===== src/rtl/lcd_pkg.sv =====
// rtl/lcd_pkg.sv - shared register map, STAT layout, FSM states and entry type for the LCD controller
package lcd_pkg;

    localparam logic [1:0] REG_DATA = 2'd0;
    localparam logic [1:0] REG_CMD  = 2'd1;
    localparam logic [1:0] REG_STAT = 2'd2;
    localparam logic [1:0] REG_CTRL = 2'd3;

    localparam int STAT_BUSY  = 0;
    localparam int STAT_EMPTY = 1;
    localparam int STAT_FULL  = 2;
    localparam int STAT_OVF   = 3;
    localparam int STAT_COUNT = 8;

    localparam logic RS_DATA = 1'b1;
    localparam logic RS_CMD  = 1'b0;

    localparam logic [7:0] CMD_CLEAR = 8'h01;
    localparam logic [7:0] CMD_HOME  = 8'h02;

    typedef enum logic [2:0] {
        ST_IDLE  = 3'd0,
        ST_SETUP = 3'd1,
        ST_PULSE = 3'd2,
        ST_HOLD  = 3'd3,
        ST_WAIT  = 3'd4
    } lcd_state_e;

    typedef struct packed {
        logic       rs;
        logic [7:0] data;
    } lcd_entry_t;

    function automatic int max_int(input int a, input int b);
        return (a > b) ? a : b;
    endfunction

    // Clear-display and return-home need milliseconds on the panel side.
    function automatic logic is_slow_cmd(input lcd_entry_t e);
        return (e.rs == RS_CMD) && ((e.data == CMD_CLEAR) || (e.data == CMD_HOME));
    endfunction

endpackage


===== src/rtl/lcd_mmio_ctrl_if.sv =====
// rtl/lcd_mmio_ctrl_if.sv - CPU peripheral bus bundle for the LCD controller
interface lcd_mmio_ctrl_if;
    logic        bus_sel;
    logic [1:0]  bus_addr;
    logic [31:0] bus_wdata;
    logic [3:0]  bus_wenable;
    logic [31:0] bus_rdata;

    modport master (
        output bus_sel, bus_addr, bus_wdata, bus_wenable,
        input  bus_rdata
    );

    modport slave (
        input  bus_sel, bus_addr, bus_wdata, bus_wenable,
        output bus_rdata
    );
endinterface


===== src/rtl/lcd_tx_fifo.sv =====
// rtl/lcd_tx_fifo.sv - synchronous TX FIFO of {RS, data} entries with push/pop/flush and occupancy count
module lcd_tx_fifo
    import lcd_pkg::*;
#(
    parameter  int DEPTH = 8,
    localparam int AW    = $clog2(DEPTH),
    localparam int CW    = AW + 1
) (
    input  logic          clk,
    input  logic          rst,
    input  logic          push,
    input  lcd_entry_t    push_data,
    input  logic          pop,
    input  logic          flush,
    output lcd_entry_t    pop_data,
    output logic [CW-1:0] count,
    output logic          empty,
    output logic          full
);

    lcd_entry_t    mem_q [DEPTH];
    lcd_entry_t    mem_d [DEPTH];
    logic [AW-1:0] wr_ptr_q, wr_ptr_d;
    logic [AW-1:0] rd_ptr_q, rd_ptr_d;
    logic [CW-1:0] count_q, count_d;
    logic          push_ok;
    logic          pop_ok;

    assign full     = (count_q == CW'(DEPTH));
    assign empty    = (count_q == '0);
    assign count    = count_q;
    assign pop_data = mem_q[rd_ptr_q];

    // A flush also discards a same-cycle push; the head being popped is already taken.
    assign push_ok = push & ~full & ~flush;
    assign pop_ok  = pop & ~empty;

    always_comb begin
        mem_d    = mem_q;
        wr_ptr_d = wr_ptr_q;
        rd_ptr_d = rd_ptr_q;
        count_d  = count_q;
        if (push_ok) begin
            mem_d[wr_ptr_q] = push_data;
        end
        if (flush) begin
            wr_ptr_d = '0;
            rd_ptr_d = '0;
            count_d  = '0;
        end else begin
            wr_ptr_d = wr_ptr_q + AW'(push_ok);
            rd_ptr_d = rd_ptr_q + AW'(pop_ok);
            count_d  = count_q + CW'(push_ok) - CW'(pop_ok);
        end
    end

    always_ff @(posedge clk) begin
        mem_q <= mem_d;
        if (rst) begin
            wr_ptr_q <= '0;
            rd_ptr_q <= '0;
            count_q  <= '0;
        end else begin
            wr_ptr_q <= wr_ptr_d;
            rd_ptr_q <= rd_ptr_d;
            count_q  <= count_d;
        end
    end

endmodule


===== src/rtl/lcd_mmio_ctrl.sv =====
// rtl/lcd_mmio_ctrl.sv - memory-mapped HD44780 write controller: register decode, TX FIFO, timed E-strobe FSM
// Optional LCD_LONG_CMD_EN adds a post-hold WAIT of LONG_CYC cycles after clear/home commands.
module lcd_mmio_ctrl
    import lcd_pkg::*;
#(
    parameter int FIFO_DEPTH = 8,
    parameter int SETUP_CYC  = 2,
    parameter int PULSE_CYC  = 8,
    parameter int HOLD_CYC   = 16,
    parameter int LONG_CYC   = 2000
) (
    input  logic                  clk,
    input  logic                  rst,
    lcd_mmio_ctrl_if.slave        bus,
    output logic [7:0]            lcd_data,
    output logic [1:0]            lcd_ctrl,
    output logic                  lcd_enable
);

    localparam int CW = $clog2(FIFO_DEPTH) + 1;
`ifdef LCD_LONG_CMD_EN
    localparam int TMAX = max_int(max_int(SETUP_CYC, PULSE_CYC), max_int(HOLD_CYC, LONG_CYC));
`else
    localparam int TMAX = max_int(max_int(SETUP_CYC, PULSE_CYC), HOLD_CYC);
    localparam int long_cyc_unused = LONG_CYC;
`endif
    localparam int CNT_W = $clog2(TMAX) + 1;

    logic          wr_en;
    logic          push;
    logic          flush;
    logic          ovf_clr;
    lcd_entry_t    push_data;
    lcd_entry_t    head;
    logic          pop;
    logic [CW-1:0] fifo_count;
    logic          fifo_empty;
    logic          fifo_full;
    logic [31:0]   stat;
    logic          unused_bus_bits;

    lcd_state_e    state_q, state_d;
    logic [CNT_W-1:0] cnt_q, cnt_d;
    logic [7:0]    data_q, data_d;
    logic          rs_q, rs_d;
    logic          en_q, en_d;
    logic          ovf_q, ovf_d;

    assign wr_en   = bus.bus_sel & bus.bus_wenable[0];
    assign push    = wr_en & ((bus.bus_addr == REG_DATA) | (bus.bus_addr == REG_CMD));
    assign flush   = wr_en & (bus.bus_addr == REG_CTRL) & bus.bus_wdata[0];
    assign ovf_clr = wr_en & (bus.bus_addr == REG_CTRL) & bus.bus_wdata[1];
    assign push_data.rs   = (bus.bus_addr == REG_DATA) ? RS_DATA : RS_CMD;
    assign push_data.data = bus.bus_wdata[7:0];
    assign unused_bus_bits = ^{bus.bus_wdata[31:8], bus.bus_wenable[3:1]};

    lcd_tx_fifo #(.DEPTH(FIFO_DEPTH)) u_fifo (
        .clk       (clk),
        .rst       (rst),
        .push      (push),
        .push_data (push_data),
        .pop       (pop),
        .flush     (flush),
        .pop_data  (head),
        .count     (fifo_count),
        .empty     (fifo_empty),
        .full      (fifo_full)
    );

    // Overflow uses the pre-edge full flag, so a pop in the same cycle does not save the push.
    always_comb begin
        ovf_d = ovf_q;
        if (push & fifo_full & ~flush) begin
            ovf_d = 1'b1;
        end else if (ovf_clr) begin
            ovf_d = 1'b0;
        end
    end

    always_comb begin
        state_d = state_q;
        cnt_d   = cnt_q;
        data_d  = data_q;
        rs_d    = rs_q;
        en_d    = en_q;
        pop     = 1'b0;
        case (state_q)
            ST_IDLE: begin
                if (!fifo_empty) begin
                    pop     = 1'b1;
                    data_d  = head.data;
                    rs_d    = head.rs;
                    cnt_d   = CNT_W'(SETUP_CYC - 1);
                    state_d = ST_SETUP;
                end
            end
            ST_SETUP: begin
                if (cnt_q == '0) begin
                    en_d    = 1'b1;
                    cnt_d   = CNT_W'(PULSE_CYC - 1);
                    state_d = ST_PULSE;
                end else begin
                    cnt_d = cnt_q - CNT_W'(1);
                end
            end
            ST_PULSE: begin
                if (cnt_q == '0) begin
                    en_d    = 1'b0;
                    cnt_d   = CNT_W'(HOLD_CYC - 1);
                    state_d = ST_HOLD;
                end else begin
                    cnt_d = cnt_q - CNT_W'(1);
                end
            end
            ST_HOLD: begin
                if (cnt_q == '0) begin
                    state_d = ST_IDLE;
`ifdef LCD_LONG_CMD_EN
                    if (is_slow_cmd({rs_q, data_q})) begin
                        cnt_d   = CNT_W'(LONG_CYC - 1);
                        state_d = ST_WAIT;
                    end
`endif
                end else begin
                    cnt_d = cnt_q - CNT_W'(1);
                end
            end
`ifdef LCD_LONG_CMD_EN
            ST_WAIT: begin
                if (cnt_q == '0) begin
                    state_d = ST_IDLE;
                end else begin
                    cnt_d = cnt_q - CNT_W'(1);
                end
            end
`endif
            default: begin
                en_d    = 1'b0;
                state_d = ST_IDLE;
            end
        endcase
    end

    always_ff @(posedge clk) begin
        if (rst) begin
            state_q <= ST_IDLE;
            cnt_q   <= '0;
            data_q  <= '0;
            rs_q    <= 1'b0;
            en_q    <= 1'b0;
            ovf_q   <= 1'b0;
        end else begin
            state_q <= state_d;
            cnt_q   <= cnt_d;
            data_q  <= data_d;
            rs_q    <= rs_d;
            en_q    <= en_d;
            ovf_q   <= ovf_d;
        end
    end

    assign lcd_data   = data_q;
    assign lcd_ctrl   = {rs_q, 1'b0};
    assign lcd_enable = en_q;

    always_comb begin
        stat                     = '0;
        stat[STAT_BUSY]          = (state_q != ST_IDLE);
        stat[STAT_EMPTY]         = fifo_empty;
        stat[STAT_FULL]          = fifo_full;
        stat[STAT_OVF]           = ovf_q;
        stat[STAT_COUNT +: CW]   = fifo_count;
    end

    always_comb begin
        bus.bus_rdata = '0;
        if (bus.bus_sel && (bus.bus_addr == REG_STAT)) begin
            bus.bus_rdata = stat;
        end
    end

endmodule


===== src/flat_wrapper.sv =====
// flat-port wrapper written by rule: the top's interface ports become plain ports
module lcd_mmio_ctrl_flat import lcd_pkg::*;
#(
    parameter int FIFO_DEPTH = 8,
    parameter int SETUP_CYC  = 2,
    parameter int PULSE_CYC  = 8,
    parameter int HOLD_CYC   = 16,
    parameter int LONG_CYC   = 2000
)
  (clk, rst, lcd_data, lcd_ctrl, lcd_enable, bus_bus_sel, bus_bus_addr, bus_bus_wdata, bus_bus_wenable, bus_bus_rdata);
  lcd_mmio_ctrl_if bus_i ();
  input  logic clk;
  input  logic rst;
  output logic [7:0] lcd_data;
  output logic [1:0] lcd_ctrl;
  output logic lcd_enable;
  input wire logic [$bits(bus_i.bus_sel)-1:0] bus_bus_sel;
  input wire logic [$bits(bus_i.bus_addr)-1:0] bus_bus_addr;
  input wire logic [$bits(bus_i.bus_wdata)-1:0] bus_bus_wdata;
  input wire logic [$bits(bus_i.bus_wenable)-1:0] bus_bus_wenable;
  output wire logic [$bits(bus_i.bus_rdata)-1:0] bus_bus_rdata;
  assign bus_i.bus_sel = bus_bus_sel;
  assign bus_i.bus_addr = bus_bus_addr;
  assign bus_i.bus_wdata = bus_bus_wdata;
  assign bus_i.bus_wenable = bus_bus_wenable;
  assign bus_bus_rdata = bus_i.bus_rdata;
  lcd_mmio_ctrl #(.FIFO_DEPTH(FIFO_DEPTH), .SETUP_CYC(SETUP_CYC), .PULSE_CYC(PULSE_CYC), .HOLD_CYC(HOLD_CYC), .LONG_CYC(LONG_CYC)) u_core (.clk(clk), .rst(rst), .bus(bus_i), .lcd_data(lcd_data), .lcd_ctrl(lcd_ctrl), .lcd_enable(lcd_enable));
endmodule

===== config.mk =====
export PLATFORM = sky130hd
export DESIGN_NAME = lcd_mmio_ctrl_flat
export DESIGN_NICKNAME = d
export VERILOG_FILES = /design/src/rtl/lcd_pkg.sv /design/src/rtl/lcd_mmio_ctrl_if.sv /design/src/rtl/lcd_tx_fifo.sv /design/src/rtl/lcd_mmio_ctrl.sv /design/src/flat_wrapper.sv
export SDC_FILE = /design/constraint.sdc
export NUM_CORES = 1
export LEC_CHECK = 0
export CORE_MARGIN = 1
export CORE_UTILIZATION = 40
export CTS_CLUSTER_SIZE = 40
export DETAILED_ROUTE_END_ITERATION = 8
export PLACE_DENSITY = 0.7
export SYNTH_ARGS = -nofsm -noshare
export SYNTH_HDL_FRONTEND = slang
export SYNTH_HIERARCHICAL = 1
export SYNTH_SLANG_ARGS = --single-unit

===== constraint.sdc =====
create_clock -name clk -period 8.6 [get_ports clk]
set_clock_uncertainty 0.1 [all_clocks]
set_input_delay 1.29 -clock clk [delete_from_list [all_inputs] [get_ports clk]]
set_output_delay 1.29 -clock clk [all_outputs]
set_load 0.02 [all_outputs]

Yosys cells after proc, flatten, opt, wreduce, memory -nomap -nowiden --
Cells that the tools add are included.
Word-level totals: output and inout port bits 43, input bits 41, word-level logic and storage cells 102, bits in registers 101
Cells by class: $lt $le $gt $ge 3, mux-type cells 25, bitwise gates (word level) 17, reductions and logical operators 15, $add $sub $neg 5, equality and inequality tests 12
Operator list (number):
- bitwise mux 72 bit | 1
- binary-select mux 9 bit (select 3 bit) | 1
- demux 9 bit (select 3 bit) | 1
- 2-to-1 mux 9 bit | 3
- 2-to-1 mux 5 bit | 4
- case mux 5 bit (4 select lines) | 1
- 2-to-1 mux 12 bit | 1
- 2-to-1 mux 3 bit | 4
- case mux 3 bit (4 select lines) | 1
- AND 1 bit | 10
- greater-or-equal comparator 4 bit (second input constant) | 2
- inverter 3 -> 4 bit | 2
- 2-to-1 mux 1 bit | 7
- adder 3 x 1 -> 3 bit | 2
- equality test 3 x 2 -> 1 bit (second input constant) | 2
- inequality test 2 x 1 -> 1 bit (second input constant) | 3
- AND reduction 3 bit | 2
- zero test 5 bit | 1
- subtractor 5 x 1 -> 5 bit (second input constant) | 1
- adder 4 x 1 -> 4 bit | 1
- equality test 2 bit (second input constant) | 2
- equality test 4 bit (second input constant) | 1
- zero test 4 bit | 1
- less-than comparator 4 x 1 -> 1 bit (second input constant) | 1
- other kinds (16) | 22

Longest topological paths before layout --
Gate-level depths: netlist of the first run.
depth in word-level cells 7, mapped depth 13

By module --
Netlist of the first run, hierarchy kept.
By module, submodules not included:
- lcd_tx_fifo | cells an instance 168, area an instance 3362.0 um^2, instances 1, seq. area each 2362.3 um^2
- lcd_mmio_ctrl | cells an instance 148, area an instance 1162.4 um^2, instances 1, seq. area each 360.3 um^2

Worst setup path after synthesis of the first run --
OpenSTA, ideal clock, no wires.
kind input to output, start input port bus_bus_sel, end output port bus_bus_rdata[0], slack 5.411 ns, required time 7.210 ns, stages 2, arrival 1.799 ns, cells stage by stage nand2_1 -> nor3_1
Between the ends: cells in the longest elaborated chain, start to end 2
RTL lines:
- start, declared | RTL line flat_wrapper.sv:17 | input wire logic [$bits(bus_i.bus_sel)-1:0] bus_bus_sel;
- logical AND 1 bit | RTL line lcd_mmio_ctrl.sv:177 | if (bus.bus_sel && (bus.bus_addr == REG_STAT)) begin
- 2-to-1 mux 12 bit | RTL line lcd_mmio_ctrl.sv:177
- end, declared | RTL line flat_wrapper.sv:21 | output wire logic [$bits(bus_i.bus_rdata)-1:0] bus_bus_rdata;
Every way passes these cells.

Worst setup path after layout of the first run --
start input port bus_bus_addr[1], end output port bus_bus_rdata[3]
Between the ends: cells in the longest elaborated chain, start to end 3
RTL lines:
- start, declared | RTL line flat_wrapper.sv:18 | input wire logic [$bits(bus_i.bus_addr)-1:0] bus_bus_addr;
- equality test 2 bit | RTL line lcd_mmio_ctrl.sv:177
- logical AND 1 bit | RTL line lcd_mmio_ctrl.sv:177
- 2-to-1 mux 12 bit | RTL line lcd_mmio_ctrl.sv:177
Every way passes these cells.

==> run metrics, run 1 <==
setup bufs post-CTS 0; RSZ-0062 raised after global routing no; Post-DRT Antenna Nets 0; Area Overhead vs Synth 13.7%; clk buf depth 2; area of the multi-input gates 0.00159 mm^2; Max Cap Viol 0; GRT Total Usage 0.138; CP peak stage delay 600 ps; # fillers 927; nets 406; Die Height about 110 um; layout cells sized above 1 0.0907; Crit Path Max Fanout 7; endpoints failing hold 0; 1st-pass router iterations 4; critical path class input port to output port; Sequential Area 0.00272 mm^2; PD cells 268 mW/mm^2; VDD IR max around 0.00011 V; CP cell instances clkdlybuf4s50_1 -> nand2_1 -> nor2_1 -> and2_1 -> clkdlybuf4s50_1; CP arrival 2930 ps; final cycle utilization of the critical path 0.502; Yosys reg bits 100; area leader, netlist edfxtp_1; Hold-fix buffers, CTS 0; dpl ws roughly 4300 ps; wire per inst around 15 um; Yosys cell types 44; ys async rst share 0; Worst-path clk slew 70 ps; initial core utilization 0.414; Skew-Pair Late Insertion Delay 340 ps; core area 0.0109 mm^2; # setup viols final 0; initial antenna violation count 0; R2R cell count 12; number of diodes 0; EDFF count, synth 72; worst r2r src u_core/u_fifo/count[2]; die area around 0.012 mm^2; Clock Sink Count 100; residual DRC count 0; Worst Setup End Kind output port; post-synthesis sequential area ratio 0.602; HP Start u_core/lcd_data[5]; CTS tree done; Yosys warning count 6; number of global-route vias before repair 2345; fmax 232 MHz; grt ovf 0; Final GP Congestion 0.759; minimum period implied by the final worst setup slack 4320 ps; TNS Setup 0 ps; Worst-Margin Slew 1130 ps; dpl hpwl 4910 um; r2r setup slk just over 5000 ps; most frequent cells in the layout edfxtp_1 (72), clkdlybuf4s50_1 (31), dfxtp_1 (28), nand2_1 (25), conb_1 (25); Initial DRC Count 144; Rows 38; Cells after Synth 316; pin count of the biggest net entering global routing 24; Ports 84; data required time of the worst path 7210 ps; reg2reg end u_core/u_fifo/count[2]; Max Slew Vio Count 0; slowest CP cell clkdlybuf4s50_1; Hold Crit Depth 2; Die Width 108 um; Worst Hold End u_core/lcd_data[5]; CP most frequent cell clkdlybuf4s50_1; Startpoint Class input port; buffers added on ports 31; Post-Syn Area per Cell 14.3 um^2; H-tree levels 3; mapped cell area 0.00452 mm^2; Vias/cell 5.00; PnR worst setup slack 4280 ps; post-cts resize count 0; vias post-DR 2463; Total Power 1380 uW; outcome finished, final reports clean; root buffer cell clkbuf_16; global-route wire length before repair roughly 12000 um; commonest non-fill, non-tap cell in the layout edfxtp_1; top post-synthesis cells by area edfxtp_1 (48%), dfxtp_1 (12%), mux4_1 (10%); post-synth top area share 0.478; headroom to the max-slew limit 0.247; Main synth FF type edfxtp_1; Leakage 0.00185 uW; final wirelength between 7000 and 8000 um; Min-Delay Path Class flop to flop; Inserted Clock Buffers 9
## area by class of cell
class                   instances  share of cell area
clock inverters                 7              0.0122
inverters                      16              0.0117
clock buffers                   9              0.0438
repair buffers                 31              0.0603
multi-input cells             190               0.309
flip-flops and latches        100               0.529
well taps                     140              0.0340
## metrics by stage
stage                     hold slack [ps]  utilization  area (um^2)  cells
after global placement                347        0.444         4860    477
after CTS                             358        0.471         5150    493
final                                 356        0.471         5150    493
after floorplan                       337            -         4610    340
after detailed placement              349        0.444         4860    477
after global routing                  385        0.471         5150    493
## sequential cells by signal, summed over array words and instances (netlist names)
name	flops
u_core/u_fifo/mem_q	72
u_core/rs_q	1
u_core/lcd_data	8
u_core/u_fifo/rd_ptr_q	3
u_core/state_q	2
u_core/u_fifo/count	4
u_core/u_fifo/wr_ptr_q	3
u_core/ovf_q	1
u_core/cnt_q	5
u_core/lcd_enable	1
## logic make-up (layout without fill, tap and decap cells)
family                   after synthesis  after routing  share of synthesized area
XOR/XNOR                               3              3                    0.00581
multiplexers                          30             30                      0.134
buffers and inverters                 50             63                     0.0689
AO/OA/AOI/OAI                         30             30                     0.0448
other                                  1             25                   0.000829
AND/OR/NAND/NOR                       85             85                     0.0954
adder cells (fa/ha/maj)               17             17                     0.0487
flip-flops                           100            100                      0.602
## worst max-delay path: cells and delay by family
kind | cells | cell delay (ps)
and+or+nand+nor | 3 | 520
buffers and inverters | 2 | 1110
## report_power, final
part           switching, uW  internal, uW
registers               42.7           558
clock network            175           200
logic                    216           188
## layer usage
| metal | vias to the layer above | track usage | wire length, um |
|---|---|---|---|
| met2 | 69 | 0.231 | 3760 |
| met1 | 1203 | 0.178 | 3320 |
| met4 | 0 | 0.0589 | 87 |
| li1 | 1186 | - | - |
| met3 | 5 | 0.0217 | 350 |
| met5 | - | 0 | 0 |
## synth_stat cells, types with 2 or more instances
| cell | instances |
|---|---|
| o22ai_1 | 2 |
| nor3b_1 | 2 |
| mux4_1 | 18 |
| xnor2_1 | 3 |
| nand2_1 | 25 |
| nor3_1 | 8 |
| and2_1 | 14 |
| a21o_1 | 4 |
| buf_2 | 2 |
| inv_1 | 15 |
| dfxtp_1 | 28 |
| o21ai_0 | 3 |
| or3_1 | 2 |
| mux2_2 | 10 |
| edfxtp_1 | 72 |
| nor4_1 | 2 |
| ha_1 | 16 |
| clkbuf_1 | 3 |
| nor2b_1 | 2 |
| nand2b_1 | 5 |
| nor2_1 | 20 |
| a21oi_1 | 12 |
| mux2i_1 | 2 |
| buf_4 | 26 |
## how the worst max path moves through the flow
stage	slack, ps	endpoint	startpoint
global route	4140	bus_bus_rdata[8]	bus_bus_addr[1]
CTS	4300	bus_bus_rdata[3]	bus_bus_addr[1]
finish	4280	bus_bus_rdata[3]	bus_bus_addr[1]
floorplan	5410	bus_bus_rdata[0]	bus_bus_sel
detailed placement	4300	bus_bus_rdata[3]	bus_bus_addr[1]
global placement	4310	bus_bus_rdata[3]	bus_bus_addr[1]
No activity file was read; power rests on OpenSTA's default activity.
==> run 2, diff against run 1 <==
==> constraint.sdc (replaced) <==
create_clock -name clk -period 4.3 [get_ports clk]
set_clock_uncertainty 0.1 [all_clocks]
set_input_delay 0.645 -clock clk [delete_from_list [all_inputs] [get_ports clk]]
set_output_delay 0.645 -clock clk [all_outputs]
set_load 0.02 [all_outputs]
==> run 2 against run 1 <==
Clock power increased by 110%. Global-route usage increased by 0.70 points. Core utilization increased by 0.42 points. Cell count increased by 1.2%. Register-to-register slack got worse by 4100 ps. Die area unchanged. Worst setup slack got worse by 3300 ps. Power increased by 110%. Critical path type is now flop to flop. Highest routed layer unchanged.
==> run metrics, run 2 (same netlist as run 1, synthesis figures left out) <==
vias post-DR 2490; CTS tree done; Max Slew Vio Count 0; headroom to the max-slew limit 0.269; largest register by flop count u_core/u_fifo/mem_q; Die Width 108 um; data required time of the worst path 4380 ps; Die Height 108 um; post-route cell area 0.00519 mm^2; global-route wire length before repair 12300 um; CP cell instances inv_1 -> ha_1 -> nor3b_1 -> buf_4 -> nand2b_1 -> clkinv_1 -> nor2b_1 -> ha_1 -> inv_1 -> ha_1 -> fa_1 -> xnor2_1 -> nor3_1; Max Cap Viol 0; Worst Hold Slack approximately 350 ps; number of global-route vias before repair around 2.4k; # fillers 928; Worst-path clk slew approximately 70 ps; buffers added on ports 31; Sequential Area 0.00272 mm^2; wire per inst 15.4 um; switching power total between 800 and 900 uW; Worst Setup End Kind flop; H-tree levels 3; Vias/cell 4.99; die area between 0.01 and 0.015 mm^2; Min-Delay Path Class flop to flop; # setup viols final 0; Area Overhead vs Synth 14.8%; residual DRC count 0; max reg flops 72; dpl hpwl ~5000 um; outcome finished, final reports clean; core area 0.0109 mm^2; most frequent cells in the layout edfxtp_1 (72), clkdlybuf4s50_1 (31), dfxtp_1 (28), nand2_1 (25), conb_1 (25); dpl ws between 900 and 1000 ps; r2r setup slk 1000 ps; CP arrival 3380 ps; TNS Setup 0 ps; commonest non-fill, non-tap cell in the layout edfxtp_1; final wirelength between 7000 and 8000 um; GRT Total Usage 0.145; PD cells 546 mW/mm^2; Startpoint Class flop; RSZ-0062 raised after global routing no; CP peak stage delay 390 ps; Initial DRC Count 135; Skew-Pair Late Insertion Delay 340 ps; clock power share 0.283; clk buf depth 2; root buffer cell clkbuf_16; endpoints failing hold 0; Inserted Clock Buffers 9; Worst-Margin Slew roughly 1100 ps; initial core utilization 0.414; slowest CP cell clkinv_1; Hold-fix buffers, CTS 0; Switching Fraction 0.309; Rows 38; grt ovf 0; CP most frequent cell ha_1; nets just over 400; layout cells sized above 1 0.0975; post-cts resize count 0; sequential share of power 0.423; Crit Path Max Fanout 10; Internal Power 1960 uW; VDD IR max 0.000226 V; number of diodes 0; Final GP Congestion between 0.7 and 0.8; fmax 303 MHz; Leakage 0.00189 uW; initial antenna violation count 0; final cycle utilization of the critical path 0.768; Clock Sink Count 100; Comb power frac 0.294; PnR worst setup slack around 1000 ps; minimum period implied by the final worst setup slack 3300 ps; setup bufs post-CTS 0; pin count of the biggest net entering global routing 24; 1st-pass router iterations 4; Ports between 80 and 90; Post-DRT Antenna Nets 0; area of the multi-input gates between 0.0015 and 0.002 mm^2; dpl cell area 0.00489 mm^2; critical path class flop to flop
-- run 2: cell types whose count changed in the layout (fill, tap and decap cells not counted), sizes merged --
| cell | previous run | this run |
|---|---|---|
| buf | 0 | 6 |
| bufinv | 0 | 1 |
| clkbuf | 9 | 10 |
| clkinv | 3 | 2 |
| clkinvlp | 3 | 1 |
| inv | 17 | 18 |
-- run 2: cell type report --
| cell class | count | area share |
|---|---|---|
| Tap cell | 140 | 0.0337 |
| Inverter | 16 | 0.0116 |
| Clock inverter | 6 | 0.0135 |
| Timing Repair Buffer | 37 | 0.0684 |
| Sequential cell | 100 | 0.524 |
| Multi-Input combinational cell | 190 | 0.304 |
| Clock buffer | 10 | 0.0441 |
-- run 2: layer usage --
layer  global-route usage  vias up  part of all wire
met1                0.177     1209              0.44
li1                     -     1197                 -
met5                    0        -                 0
met2                0.244       72              0.50
met3               0.0277       12             0.040
met4               0.0753        0             0.019
-- run 2: through the flow --
stage | utilization | power (uW) | std cells
after global routing | 0.475 | 3010 | 499
after global placement | 0.447 | 2020 | 483
final | 0.475 | 2840 | 499
after detailed placement | 0.447 | 2050 | 483
after floorplan | - | 1840 | 340
after CTS | 0.475 | 2870 | 499
-- run 2: power by group through the flow --
stage | combinational, uW | clock [uW] | sequential (uW)
after floorplan | 611 | 0 | 1230
after global placement | 803 | 0 | 1220
after detailed placement | 831 | 0 | 1220
after CTS | 839 | 824 | 1200
after global routing | 935 | 858 | 1210
final | 833 | 803 | 1200
-- run 2: path summary, 6_finish.rpt --
check | from | to | cells past startpoint
hold / removal | u_core/lcd_data[2] | u_core/lcd_data[2] | 2
hold reg to reg | u_core/lcd_data[2] | u_core/lcd_data[2] | 2
setup / recovery | u_core/u_fifo/count[2] | u_core/u_fifo/count[2] | 13
setup reg to reg | u_core/u_fifo/count[2] | u_core/u_fifo/count[2] | 13
-- run 2: worst max-delay path, delay by kind of cell (launching register included) --
family,cells,cell delay (ps)
adder cells (fa/ha/maj),4,1000
AND/OR/NAND/NOR,4,890
XOR/XNOR,1,160
flip-flops,1,310
buffers and inverters,4,690
==> run 3, diff against run 2 <==
==> constraint.sdc (replaced) <==
create_clock -name clk -period 3.2 [get_ports clk]
set_clock_uncertainty 0.1 [all_clocks]
set_input_delay 0.48 -clock clk [delete_from_list [all_inputs] [get_ports clk]]
set_output_delay 0.48 -clock clk [all_outputs]
set_load 0.02 [all_outputs]
==> run 3 against run 2 <==
Hold slack is essentially flat. Global-route usage grew 0.058 points. Core utilization grew 0.49 points. Clock power grew 26%. Largest cell class unchanged.
==> run metrics, run 3 (same netlist as run 1, synthesis figures left out) <==
number of diodes 0; # fillers between 900 and 1k; number of global-route vias before repair 2477; grt ovf 0; global-route wire length before repair approximately 12000 um; dpl ws 285 ps; Worst Setup End Kind output port; die area 0.0117 mm^2; outcome finished, final reports clean; Hold-fix buffers, CTS 0; fmax around 360 MHz; Ports 84; Skew-Pair Late Insertion Delay 350 ps; Vias/cell 4.86; Die Height roughly 110 um; r2r setup slk approximately 650 ps; PnR worst setup slack approximately 420 ps; residual DRC count 0; final wirelength 7620 um; Startpoint Class flop; largest register by flop count u_core/u_fifo/mem_q; Crit Path Max Fanout 4; H-tree levels 3; Worst-Margin Slew 867 ps; RSZ-0062 raised after global routing no; Initial DRC Count 118; Rows 38; layout cells sized above 1 0.122; CTS tree done; critical path class flop to output port; # setup viols final 0; core area 0.0109 mm^2; clk buf depth 2; endpoints failing hold 0; Worst-path clk slew about 70 ps; minimum period implied by the final worst setup slack 2780 ps; headroom to the max-slew limit 0.421; Min-Delay Path Class flop to flop; max reg flops 72; Leakage 0.00193 uW; Clock Sink Count 100; buffers added on ports 31; Max Cap Viol 0; initial antenna violation count 0; TNS Setup 0 ps; VDD IR max 0.000268 V; most frequent cells in the layout edfxtp_1 (72), clkdlybuf4s50_1 (31), dfxtp_1 (28), nand2_1 (25), conb_1 (25); root buffer cell clkbuf_16; Max Slew Vio Count 0; Post-DRT Antenna Nets 0; final cycle utilization of the critical path 0.869; pin count of the biggest net entering global routing 20; Inserted Clock Buffers 9; Worst Hold Slack 354 ps; post-cts resize count 0; dpl hpwl 5180 um; 1st-pass router iterations 4; commonest non-fill, non-tap cell in the layout edfxtp_1; PD cells about 720 mW/mm^2; Die Width approximately 110 um; data required time of the worst path roughly 2600 ps; setup bufs post-CTS 0; CP arrival 2200 ps; Area Overhead vs Synth 16.0%; GRT Total Usage 0.146; vias post-DR 2473; wire per inst 15.0 um; nets 422; Final GP Congestion about 0.78; initial core utilization 0.414
-- run 3: area by class of cell --
cell class	instances	area (um^2)	area share
clock buffers	10	229	0.0436
clock inverters	6	48.8	0.00930
inverters	16	60.1	0.0114
multi-input cells	190	1580	0.301
flip-flops and latches	100	2720	0.519
well taps	140	175	0.0334
repair buffers	47	430	0.0820
-- run 3: report_power, final --
| part | switching, uW | total (uW) | leakage (uW) | internal (uW) |
|---|---|---|---|---|
| logic | 612 | 1160 | 0.000920 | 552 |
| clock network | 477 | 1010 | 0.000133 | 535 |
| registers | 93.5 | 1590 | 0.000879 | 1500 |
-- run 3: critical path, stage by stage (launching register included) --
cell and delay, ps:
dfxtp_1 310, inv_1 90, ha_1 150, or3b_2 490, inv_1 100, and2_1 130, clkdlybuf4s50_1 590
-- run 3: per-stage QoR --
stage               instance area (um^2)  std cells  total power [uW]  utilization
floorplan                           4610        340              2470            -
global placement                    4970        493              2770        0.454
detailed placement                  4970        493              2800        0.454
CTS                                 5250        509              3810        0.480
global route                        5250        509              4000        0.480
finish                              5250        509              3770        0.480
-- run 3: path summary, 6_finish.rpt --
check                               from                     end  cells past startpoint
hold reg to reg       u_core/lcd_data[1]      u_core/lcd_data[1]                      2
setup / recovery  u_core/u_fifo/count[2]        bus_bus_rdata[2]                      6
setup reg to reg  u_core/u_fifo/count[2]  u_core/u_fifo/count[2]                     12
hold / removal        u_core/lcd_data[1]      u_core/lcd_data[1]                      2
-- run 3: layer usage --
metal  vias up  routed length, um  track usage
met2        57               3660        0.239
met5         -                  0            0
met1      1184               3520        0.184
li1       1216                  -            -
met3        16                247       0.0271
met4         0                192       0.0753
